### config.mk
export PLATFORM = sky130hd
export DESIGN_NAME = vc_fifo_bank
export DESIGN_NICKNAME = d
export VERILOG_FILES = /design/src/rtl/vc_fifo_pkg.sv /design/src/rtl/vc_fifo_chan.sv /design/src/rtl/vc_fifo_bank.sv
export SDC_FILE = /design/constraint.sdc
export NUM_CORES = 1
export LEC_CHECK = 0
export BUFFER_PORTS_ARGS = -buffer_cell sky130_fd_sc_hd__buf_2
export CORE_MARGIN = 2
export CORE_UTILIZATION = 55
export DETAILED_ROUTE_END_ITERATION = 6
export PLACE_DENSITY_LB_ADDON = 0.1
export SKIP_LAST_GASP = 1
export SYNTH_ARGS = -nofsm -noshare
export SYNTH_HDL_FRONTEND = slang
export SYNTH_HIERARCHICAL = 1
export SYNTH_SLANG_ARGS = --single-unit
### constraint.sdc
create_clock -name clk -period 2.7 [get_ports clk]
set_input_delay 0.27 -clock clk [delete_from_list [all_inputs] [get_ports clk]]
set_output_delay 0.27 -clock clk [all_outputs]
set_load 0.005 [all_outputs]
### src/rtl/vc_fifo_pkg.sv
// rtl/vc_fifo_pkg.sv - shared defaults, clog2 helper and status bundle for the VC FIFO bank
package vc_fifo_pkg;

    localparam int VC_BW_DEF    = 16;
    localparam int VC_DEPTH_DEF = 8;
    localparam int VC_NUM_DEF   = 4;

    function automatic int vc_clog2(input int value);
        int r;
        r = 0;
        while ((1 << r) < value) r++;
        return r;
    endfunction

    typedef struct packed {
        logic full;
        logic empty;
        logic almost_full;
        logic almost_empty;
        logic error;
    } vc_status_t;

endpackage

### src/rtl/vc_fifo_chan.sv
// rtl/vc_fifo_chan.sv - one virtual-channel FIFO; VC_FIFO_FWFT_EN selects first-word-fall-through read
module vc_fifo_chan
    import vc_fifo_pkg::*;
#(
    parameter int BW    = VC_BW_DEF,
    parameter int DEPTH = VC_DEPTH_DEF,
    parameter int AW    = vc_clog2(DEPTH)
) (
    input  logic          clk_i,
    input  logic          rst_i,
    input  logic          wr_i,
    input  logic          rd_i,
    input  logic [BW-1:0] data_i,
    input  logic [AW:0]   af_thresh_i,
    input  logic [AW:0]   ae_thresh_i,
    output logic [BW-1:0] data_o,
    output vc_status_t    status_o
);

    localparam logic [AW:0] FULL_CNT = (AW + 1)'(DEPTH);

    logic [BW-1:0] mem_q [DEPTH];
    logic [AW-1:0] wr_ptr_q, rd_ptr_q;
    logic [AW:0]   count_q, count_d;
    logic          err_q;
    logic          full, empty, wr_ok, rd_ok, fault;

    assign full  = (count_q == FULL_CNT);
    assign empty = (count_q == '0);
    // A full FIFO still takes a write when a read frees the slot on the same edge.
    assign wr_ok = wr_i && (!full || rd_i);
    assign rd_ok = rd_i && !empty;
    assign fault = (wr_i && full && !rd_i) || (rd_i && empty);

    always_comb begin
        count_d = count_q;
        if (wr_ok && !rd_ok)      count_d = count_q + 1'b1;
        else if (rd_ok && !wr_ok) count_d = count_q - 1'b1;
    end

    always_ff @(posedge clk_i or posedge rst_i) begin
        if (rst_i) begin
            wr_ptr_q <= '0;
            rd_ptr_q <= '0;
            count_q  <= '0;
            err_q    <= 1'b0;
        end else begin
            count_q <= count_d;
            if (wr_ok) wr_ptr_q <= wr_ptr_q + 1'b1;
            if (rd_ok) rd_ptr_q <= rd_ptr_q + 1'b1;
            if (fault) err_q <= 1'b1;
        end
    end

    always_ff @(posedge clk_i) begin
        if (wr_ok) mem_q[wr_ptr_q] <= data_i;
    end

`ifdef VC_FIFO_FWFT_EN
    assign data_o = empty ? '0 : mem_q[rd_ptr_q];
`else
    logic [BW-1:0] dout_q;

    always_ff @(posedge clk_i or posedge rst_i) begin
        if (rst_i)      dout_q <= '0;
        else if (rd_ok) dout_q <= mem_q[rd_ptr_q];
    end

    assign data_o = dout_q;
`endif

    assign status_o.full         = full;
    assign status_o.empty        = empty;
    assign status_o.almost_full  = (count_q >= af_thresh_i);
    assign status_o.almost_empty = (count_q <= ae_thresh_i);
    assign status_o.error        = err_q;

endmodule

### src/rtl/vc_fifo_bank.sv
// rtl/vc_fifo_bank.sv - NUM_VC independent FIFOs on flattened buses; VC_FIFO_FWFT_EN enables FWFT reads
module vc_fifo_bank
    import vc_fifo_pkg::*;
#(
    parameter int BW     = VC_BW_DEF,
    parameter int DEPTH  = VC_DEPTH_DEF,
    parameter int NUM_VC = VC_NUM_DEF,
    parameter int AW     = vc_clog2(DEPTH)
) (
    input  logic                 clk,
    input  logic                 reset,
    input  logic [NUM_VC-1:0]    wr,
    input  logic [NUM_VC*BW-1:0] data_in,
    input  logic [NUM_VC-1:0]    rd,
    input  logic [AW:0]          af_thresh,
    input  logic [AW:0]          ae_thresh,
    output logic [NUM_VC*BW-1:0] data_out,
    output logic [NUM_VC-1:0]    full,
    output logic [NUM_VC-1:0]    empty,
    output logic [NUM_VC-1:0]    almost_full,
    output logic [NUM_VC-1:0]    almost_empty,
    output logic [NUM_VC-1:0]    error_output
);

    vc_status_t status [NUM_VC];

    for (genvar i = 0; i < NUM_VC; i++) begin : g_vc
        vc_fifo_chan #(
            .BW    (BW),
            .DEPTH (DEPTH),
            .AW    (AW)
        ) u_chan (
            .clk_i       (clk),
            .rst_i       (reset),
            .wr_i        (wr[i]),
            .rd_i        (rd[i]),
            .data_i      (data_in[i*BW +: BW]),
            .af_thresh_i (af_thresh),
            .ae_thresh_i (ae_thresh),
            .data_o      (data_out[i*BW +: BW]),
            .status_o    (status[i])
        );

        assign full[i]         = status[i].full;
        assign empty[i]        = status[i].empty;
        assign almost_full[i]  = status[i].almost_full;
        assign almost_empty[i] = status[i].almost_empty;
        assign error_output[i] = status[i].error;
    end

endmodule

==> flow_summary_export.csv, run 1 <==
group,metric,value,unit
worst_setup_path,critPathLaunch,"g_vc[1].u_chan/count_q[2]",
worst_setup_path,crit_path_start_kind,"flip-flop",
finish,final_cells,2490,
logic_synthesis,synthFlopType,"edfxtp_1",
worst_setup_path,path_max_fanout,5,
sta,relSlewSlack,0.2580,
sta,worst_hold_slack,42.05,ps
logic_synthesis,synth.cell_area,25380,µm²
finish,nets,1978,
flow_run,maxCapViolCount,0,
die,num_rows,78,
global_routing,grt_first_pass_wirelength,81420,µm
die,die_width,218.8,µm
worst_setup_path,reg2reg_from,"g_vc[1].u_chan/count_q[2]",
sta,rsz0062_at_grt,"true",
routing,first_pass_iters,5,
routing,post_drt_wl_per_cell,21.50,µm
cts,h-tree-depth,2,
routing,vias,14130,
worst_setup_path,rrSetupSlack,40,ps
worst_setup_path,path_common_cell,"inv_4",
worst_setup_path,worstSetupEndpointType,"flip-flop",
logic_synthesis,yosysWarnings,6,
global_routing,grt.total_usage,0.2252,
die,initial_core_util,0.5580,
min_path,holdPathEnd,"g_vc[1].u_chan/err_q",
routing,viasPerCell,5.673,
cts,cts_tree,"built",
logic_synthesis,yosys-top-cells-count,"edfxtp_1 (512), mux2_2 (136), mux2i_1 (128)",
power,peakVddDrop,1.367,mV
sta,timing.final.hold_violations,0,
min_path,min_path_type,"in -> reg",
global_routing,overflow,0,
sta,finalMaxSlewViolations,0,
finish,area_growth,18.04,%
finish,insertedDiodeCount,0,
sta,skew,13.39,ps
worst_setup_path,crit_arrival,3150,ps
worst_setup_path,cp_slowest_stage_delay,560,ps
routing,drcViolationCount,0,
logic_synthesis,yosysMostFrequentCell,"edfxtp_1",
cts,cts.sinks,620,
logic_synthesis,synth_cell_type_count,37,
logic_synthesis,syn_nets,1678,
sta,fin_crit,2665,ps
sta,finalSetupTns,0,ps
routing,drt_iter0_markers,944,
routing,routed_wl,53540,µm
worst_setup_path,crit_path_cell_trace,"or4b_4 -> o21ai_4 -> inv_4 -> ha_4 -> inv_4 -> ha_1 -> a21o_1 -> a2111oi_2 -> a31oi_1 -> a221o_1",
min_path,min_path_cells,3,
global_routing,grt_max_degree,67,
worst_setup_path,rr_worst_depth,10,
worst_setup_path,crit_buf_inv,2,
finish,utilization,0.6587,
logic_synthesis,postSynthCellCount,1540,
sta,worst_slew_pin_slew,1109,ps
global_routing,antenna_found_initial,0,
cts,clockRootBuffer,"clkbuf_16",
cts,clock_path_buffers,3,
cts,clk_latency,610,ps
logic_synthesis,synth.top_cell.area_share,0.6058,
worst_setup_path,critical-path-top-delay-family,"compound AO/OA/AOI/OAI gates",
sta,fin_crit_sh,0.9869,
logic_synthesis,synth.avg_cell_area,16.48,µm²
die,core_area,45480,µm²
place,gp_congestion,0.7696,
status,status,"finished, final reports clean",
cts,cts-buffers-inserted,60,
die,fp.dieArea,47880,µm²
sta,fmax,0.3753,GHz
logic_synthesis,synth_area_leader_cell,"edfxtp_1",
routing,antenna_left,0,
worst_setup_path,path_class,"reg -> reg",
place,dp_hpwl,32470,µm
sta,setup_viol,0,
worst_setup_path,rr_endpoint,"g_vc[1].u_chan/count_q[3]",
place,dp_cells,2307,
min_path,hold_path_startpoint,"wr[1]",
logic_synthesis,yosysSeqAreaShare,0.7123,
power,power.leakage,11.32,nW
global_routing,grt_pass1_vias,14140,
cts,clk_pin_slew_worst_paths,60,ps
finish,drive_gt1_frac,0.2804,
logic_synthesis,synth-edff-count,512,
logic_synthesis,async_reset_ff_frac,0.1742,
die,ios,166,
die,chipHeight,218.8,µm
place,portBuffers,165,
worst_setup_path,critPathRequiredTime,3190,ps
power,power_density,1071,nW/µm²
worst_setup_path,critPathSlowestCell,"or4b_4",
logic_synthesis,synth_seq_cells,620,
logic_synthesis,ys_top_cells_by_area,"edfxtp_1 (61%), dfrtp_1 (11%), mux2_2 (6.0%)",
==> flip-flops by register name (all words and copies together) (netlist names) <==
name,count
g_vc.u_chan/count_q,16
g_vc.u_chan/data_o,64
g_vc.u_chan/err_q,4
g_vc.u_chan/mem_q,512
g_vc.u_chan/rd_ptr_q,12
g_vc.u_chan/wr_ptr_q,12
==> placed cells by master, fill, tap and decap left out, drive strengths merged, types with 8 or more instances in the layout <==
cell,count
edfxtp,512
buf,257
mux2,136
mux2i,128
dfrtp,108
nand2,96
clkbuf,96
o21ai,76
a221o,68
dlygate4sd3,65
o22ai,64
ha,52
inv,48
nor2,24
a21o,24
nand2b,20
xnor2,20
nor3,20
nor4,12
clkinv,11
nor2b,8
o21a,8
==> metal layers <==
metal  vias up  share of wire  global-route usage
li1       6557              -                   -
met1      7163           0.46              0.3207
met2       323           0.48              0.3642
met3        82          0.047             0.03673
met4         0          0.019             0.05991
met5         -              0                   0
==> worst max path at each step <==
stage / to / cells after the start
after floorplan: g_vc[0].u_chan/count_q[3] / 10
after global placement: g_vc[3].u_chan/count_q[3] / 10
after detailed placement: g_vc[0].u_chan/count_q[3] / 10
after CTS: almost_empty[1] / 7
after global routing: g_vc[2].u_chan/count_q[3] / 10
final: g_vc[1].u_chan/count_q[3] / 10
==> where the power goes <==
| group | total (mW) | internal, mW | switching, mW |
|---|---|---|---|
| Combinational | 10.6 | 4.88 | 5.69 |
| Sequential | 13.4 | 12.4 | 1.06 |
| Clock | 8.08 | 4.71 | 3.38 |
| Total | 32.1 | 22.0 | 10.1 |
==> per-stage QoR <==
step | power (mW) | instance area, µm² | worst slack (ps)
2_1_floorplan | 20.61 | 25490 | -28.97
3_3_place_gp | 23.78 | 27310 | 56.17
3_5_place_dp | 24.08 | 27310 | -13.91
4_1_cts | 32.28 | 29860 | -27.78
5_1_grt | 33.83 | 29960 | -65.56
6_report | 32.09 | 29960 | 35.35
==> worst min-delay path: stages <==
cell and delay, ps:
buf_2 130, a21o_1 120, a21o_1 100
==> cells by family (layout without fill, tap and decap cells) <==
| logic type | Yosys count | after routing | synth area share |
|---|---|---|---|
| compound gates | 256 | 256 | 0.07316 |
| xor+xnor | 24 | 24 | 0.008282 |
| simple gates | 188 | 188 | 0.03510 |
| flops | 620 | 620 | 0.7123 |
| mux | 264 | 264 | 0.1108 |
| buf+inv | 132 | 482 | 0.03155 |
| fa+ha+maj | 56 | 56 | 0.02879 |
==> area by class of cell <==
type	count	area [µm²]
fill	3247	15520
clock inverter	16	177.7
inverter	48	200.2
sequential	620	18080
clock buffer	96	1718
timing repair buffer	322	2230
multi-input combinational	788	6799
tap	600	750.7
==> timing repair <==
action	4_1_cts	5_1_grt
resized for setup	5	6
setup endpoints to repair	5	5
endpoints found under the hold margin	602	0
buffers inserted	0	6
hold buffers	65	0
pin swaps	2	3
(Power assumes the default switching activity.)
==> run 2, diff against run 1 <==
Settings changed: CORE_UTILIZATION 55 to 37.
==> run 2 against run 1 <==
  * Global-route usage is 6.2 points lower
  * Maximum frequency is 0.57% lower
  * Total power rose by 5.1%
  * Sequential power about the same
  * Flip-flop and latch count unchanged
  * Clock skew rose by 3.2 ps
  * Critical path depth is the same
  * Final area increased by 2.9%
  * Utilization down 21 points
  * Non-clock buffer count rose by 10
  * Critical endpoint is now g_vc[3].u_chan/count_q[3]
  * Highest routed layer unchanged
==> flow_summary_export.csv, run 2 (synthesis gave the netlist of run 1 again) <==
group,metric,value,unit
finish,nets,1998,
worst_setup_path,critPathSlowestCell,"or4b_4",
sta,rsz0062_at_grt,"true",
routing,routed_wl,57410,µm
worst_setup_path,crit_path_start_kind,"flip-flop",
global_routing,grt_first_pass_wirelength,87700,µm
routing,viasPerCell,4.949,
die,ios,166,
power,peakVddDrop,0.5863,mV
worst_setup_path,path_common_cell,"inv_4",
cts,clock_path_buffers,3,
worst_setup_path,worstSetupEndpointType,"flip-flop",
worst_setup_path,path_class,"reg -> reg",
die,chipHeight,265.9,µm
cts,h-tree-depth,3,
status,status,"finished, final reports clean",
place,dp_hpwl,35650,µm
power,power.leakage,11.58,nW
power,p_int,22.97,mW
flow_run,maxCapViolCount,0,
power,power_frac_clock,0.284,
cts,cts-buffers-inserted,70,
power,pwr-share-seq,0.396,
cts,cts.sinks,620,
global_routing,overflow,0,
power,total_power,33.72,mW
place,placed_cell_area,27740,µm²
cts,clk_latency,610,ps
die,die_width,265.9,µm
power,power_density,1094,nW/µm²
die,num_rows,96,
worst_setup_path,path_max_fanout,5,
place,gp_congestion,0.7276,
routing,vias,13860,
cts,cts_tree,"built",
global_routing,antenna_found_initial,1,
worst_setup_path,critical-path-top-delay-family,"compound AO/OA/AOI/OAI gates",
sta,worst_slew_pin_slew,926.0,ps
global_routing,grt.total_usage,0.1630,
sta,fin_crit,2680,ps
finish,final_common_cell,"edfxtp_1",
worst_setup_path,cp_slowest_stage_delay,560,ps
worst_setup_path,path_depth,10,
worst_setup_path,critPathRequiredTime,3180,ps
min_path,min_path_cells,3,
cts,clockRootBuffer,"clkbuf_16",
global_routing,grt_pass1_vias,14480,
routing,drcViolationCount,0,
worst_setup_path,crit_arrival,3160,ps
routing,first_pass_iters,5,
sta,setup_viol,0,
routing,post_drt_wl_per_cell,20.50,µm
die,fp.dieArea,70700,µm²
sta,timing.final.hold_violations,0,
min_path,min_path_type,"in -> reg",
die,initial_core_util,0.3720,
routing,antenna_left,0,
power,sw_frac_of_total,0.3187,
place,portBuffers,165,
sta,skew,16.59,ps
sta,fmax,0.3731,GHz
finish,regMostFlops,"g_vc.u_chan/mem_q",
finish,drive_gt1_frac,0.2941,
worst_setup_path,crit_path_cell_trace,"or4b_4 -> o21ai_4 -> inv_4 -> ha_4 -> inv_4 -> ha_1 -> a21o_1 -> a2111oi_2 -> a31oi_1 -> a221o_1",
finish,mostFrequentLayoutCells,"edfxtp_1 (512), buf_2 (165), mux2_2 (136), mux2i_1 (128), dfrtp_1 (104)",
finish,largest_register_ffs,512,
worst_setup_path,crit_buf_inv,2,
cts,clk_pin_slew_worst_paths,60,ps
die,core_area,68230,µm²
global_routing,grt_max_degree,51,
finish,area_growth,21.45,%
worst_setup_path,rr_worst_depth,10,
routing,drt_iter0_markers,774,
power,p_sw,10.75,mW
sta,fin_crit_sh,0.9926,
sta,finalMaxSlewViolations,0,
finish,fin_area,30820,µm²
power,comb_power_share,0.320,
sta,relSlewSlack,0.3793,
## run 2: cell type report
cell class / instances / area [µm²]
sequential: 620 / 18080
fill: 6065 / 37400
clock buffer: 103 / 1976
inverter: 48 / 200.2
antenna: 1 / 2.502
tap: 882 / 1104
multi-input combinational: 788 / 6766
clock inverter: 27 / 382.9
timing repair buffer: 332 / 2310
## run 2: repair_timing
| item | 4_1_cts | 5_1_grt |
|---|---|---|
| gates resized for setup | 2 | 8 |
| setup buffers | 0 | 1 |
| endpoints found under the setup margin | 3 | 8 |
| hold endpoints to repair | 582 | 0 |
| pin swaps | 1 | 4 |
| hold buffers | 67 | 0 |
## run 2: through the flow
step	std cells	hold slack (ps)	utilization	setup WS (ps)	setup TNS, ps
after global routing	2801	28.35	0.4518	-97.25	-264.1
after global placement	2602	432.5	0.4066	44.21	0
final	2801	45.93	0.4518	20.01	0
after CTS	2799	4.889	0.4510	-17.12	-17.12
after detailed placement	2602	443.2	0.4066	-17.44	-17.44
after floorplan	1540	322.7	-	-28.97	-104.5
## run 2: per-layer routing
layer  up-vias  share of wire  global-route usage
li1       6614              -                   -
met2       231           0.47              0.2600
met5         -              0                   0
met3        86          0.040             0.03068
met4         0          0.021             0.04631
met1      6931           0.47              0.2279
## run 2: power by group through the flow
stage | Combinational, mW | Sequential (mW) | Clock (mW)
final | 10.8 | 13.4 | 9.57
after CTS | 11.0 | 13.4 | 9.90
after global placement | 10.7 | 13.5 | 0
after floorplan | 7.19 | 13.4 | 0
after global routing | 11.9 | 13.6 | 10.2
after detailed placement | 10.9 | 13.6 | 0
## run 2: worst paths after layout
path / from / to / slack, ps
min in group asynchronous: reset / g_vc[2].u_chan/err_q / 400
worst min register to register: g_vc[0].u_chan/err_q / g_vc[0].u_chan/err_q / 460
max in group asynchronous: reset / g_vc[1].u_chan/rd_ptr_q[2] / 1510
worst min-delay path: rd[0] / g_vc[0].u_chan/err_q / 50
worst max-delay path: g_vc[3].u_chan/count_q[2] / g_vc[3].u_chan/count_q[3] / 20
worst max register to register: g_vc[3].u_chan/count_q[2] / g_vc[3].u_chan/count_q[3] / 20
## run 2: worst reg2reg max path, stage by stage, from the launching register on
cell and delay (ps):
dfrtp_1 380, or4b_4 560, o21ai_4 170, inv_4 70, ha_4 180, inv_4 70
ha_1 220, a21o_1 200, a2111oi_2 310, a31oi_1 80, a221o_1 330
==> run 3, diff against run 2 <==
Settings changed: BUFFER_PORTS_ARGS -buffer_cell sky130_fd_sc_hd__buf_2 to default, DONT_BUFFER_PORTS from default to 1.
==> run 3 against run 2 <==
  * Total power shrank 2.2%
  * Sequential share of layout area grew 1.5 points
  * Final cell count shrank 5.5%
  * Combinational power shrank 6%
  * Maximum frequency grew 0.61%
  * Clock-buffer cell count grew 4
  * Flip-flop and latch count is the same
  * Clock skew shrank 2.3 ps
==> flow_summary_export.csv, run 3 (synthesis gave the netlist of run 1 again) <==
group,metric,value,unit
place,dp_cells,2433,
finish,largest_register_ffs,512,
place,dp_hpwl,34560,µm
die,die_width,265.9,µm
die,num_rows,96,
cts,cts.sinks,620,
finish,final_cells,2647,
sta,rsz0062_at_grt,"true",
sta,worst_slew_pin_slew,896.6,ps
sta,fin_crit_sh,0.9865,
sta,setup_viol,0,
worst_setup_path,rrSetupSlack,40,ps
global_routing,antenna_found_initial,2,
routing,routed_wl,57310,µm
global_routing,grt_pass1_vias,14000,
worst_setup_path,rr_worst_depth,10,
global_routing,overflow,0,
sta,worst_hold_slack,56.77,ps
flow_run,maxCapViolCount,0,
die,core_area,68230,µm²
power,peakVddDrop,0.4531,mV
sta,finalMaxSlewViolations,0,
global_routing,grt_first_pass_wirelength,86580,µm
min_path,min_path_cells,3,
worst_setup_path,critPathRequiredTime,3180,ps
routing,vias,13400,
global_routing,grt_max_degree,67,
routing,drt_iter0_markers,755,
sta,fin_crit,2664,ps
finish,utilization,0.4405,
status,status,"finished, final reports clean",
finish,mostFrequentLayoutCells,"edfxtp_1 (512), mux2_2 (136), mux2i_1 (128), dfrtp_1 (104), buf_4 (96)",
power,power.leakage,10.94,nW
place,gp_congestion,0.7238,
routing,drcViolationCount,0,
cts,h-tree-depth,3,
sta,setup_ws,36.33,ps
sta,timing.final.hold_violations,0,
sta,skew,14.33,ps
worst_setup_path,path_class,"reg -> reg",
finish,regMostFlops,"g_vc.u_chan/mem_q",
die,ios,166,
sta,fmax,0.3754,GHz
worst_setup_path,crit_arrival,3140,ps
finish,nFillCells,6069,
worst_setup_path,crit_path_start_kind,"flip-flop",
cts,cts-buffers-inserted,69,
die,fp.dieArea,70700,µm²
cts,clk_pin_slew_worst_paths,60,ps
die,initial_core_util,0.3720,
routing,first_pass_iters,4,
finish,nets,1845,
routing,antenna_left,0,
finish,final_common_cell,"edfxtp_1",
worst_setup_path,path_max_fanout,5,
power,power_density,1097,nW/µm²
cts,clk_latency,600,ps
cts,clock_path_buffers,3,
finish,area_growth,18.41,%
worst_setup_path,worstSetupEndpointType,"flip-flop",
place,portBuffers,0,
place,dp_slack,17.69,ps
finish,drive_gt1_frac,0.2269,
routing,viasPerCell,5.062,
cts,clockRootBuffer,"clkbuf_16",
global_routing,grt.total_usage,0.1626,
cts,cts_tree,"built",
routing,post_drt_wl_per_cell,21.65,µm
min_path,min_path_type,"in -> reg",
die,chipHeight,265.9,µm
sta,relSlewSlack,0.3990,
[run 3: changes by cell type in the layout (fill, tap and decap cells not counted), moves of 2 or more]
cell,previous run,this run
dlygate4sd3_1,67,77
buf_12,5,7
clkbuf_8,10,12
o21ai_0,5,7
o21ai_2,2,0
clkinv_1,3,1
clkinv_16,3,0
buf_2,165,0
[run 3: routing by layer]
metal / global-route usage / wire length [µm] / vias to the layer above / part of all wire
li1: - / - / 6302 / -
met1: 0.2265 / 26710 / 6802 / 0.47
met2: 0.2591 / 26610 / 231 / 0.46
met3: 0.03013 / 2907 / 65 / 0.051
met4: 0.04920 / 1078 / 0 / 0.019
met5: 0 / 0 / - / 0
[run 3: cell type report]
type                    count  area [µm²]  share of cell area
inverters                  48       200.2            0.006661
repair buffers            180        1632             0.05429
flip-flops and latches    620       18080              0.6017
clock inverters            20       239.0            0.007952
multi-input cells         788        6759              0.2249
diodes                      2       5.005           0.0001665
clock buffers             107        2032             0.06761
well taps                 882        1104             0.03672
[run 3: timing repair]
action / in CTS / in global routing
setup endpoints to repair: 1 / 4
buffers inserted: 0 / 8
hold buffers: 77 / 0
hold endpoints to repair: 601 / 0
resized for setup: 1 / 5
pin swaps: 0 / 4
[run 3: through the flow]
step	setup TNS, ps	total power, mW	area [µm²]
after CTS	0	33.47	29950
after global routing	-197.9	34.89	30050
after floorplan	-104.5	20.61	25490
after detailed placement	0	23.81	26910
final	0	32.97	30050
after global placement	0	23.64	26910
[run 3: report_power, final]
group	switching, mW	internal [mW]
combinational	5.63	4.59
clock	3.71	5.59
sequential	1.06	12.4
[run 3: worst paths after layout]
check,startpoint,to
min,rd[2],g_vc[2].u_chan/count_q[0]
min reg2reg,g_vc[0].u_chan/err_q,g_vc[0].u_chan/err_q
max reg2reg,g_vc[2].u_chan/count_q[2],g_vc[2].u_chan/count_q[3]
min in group asynchronous,reset,g_vc[1].u_chan/rd_ptr_q[2]
max,g_vc[2].u_chan/count_q[2],g_vc[2].u_chan/count_q[3]
max in group asynchronous,reset,g_vc[2].u_chan/data_o[7]
[run 3: worst max-delay path: stages (launching register included)]
cell	delay [ps]
dfrtp_1	370
or4b_4	560
o21ai_4	180
inv_4	70
ha_4	180
inv_4	70
ha_1	220
a21o_1	190
a2111oi_2	310
a31oi_1	70
a221o_1	310
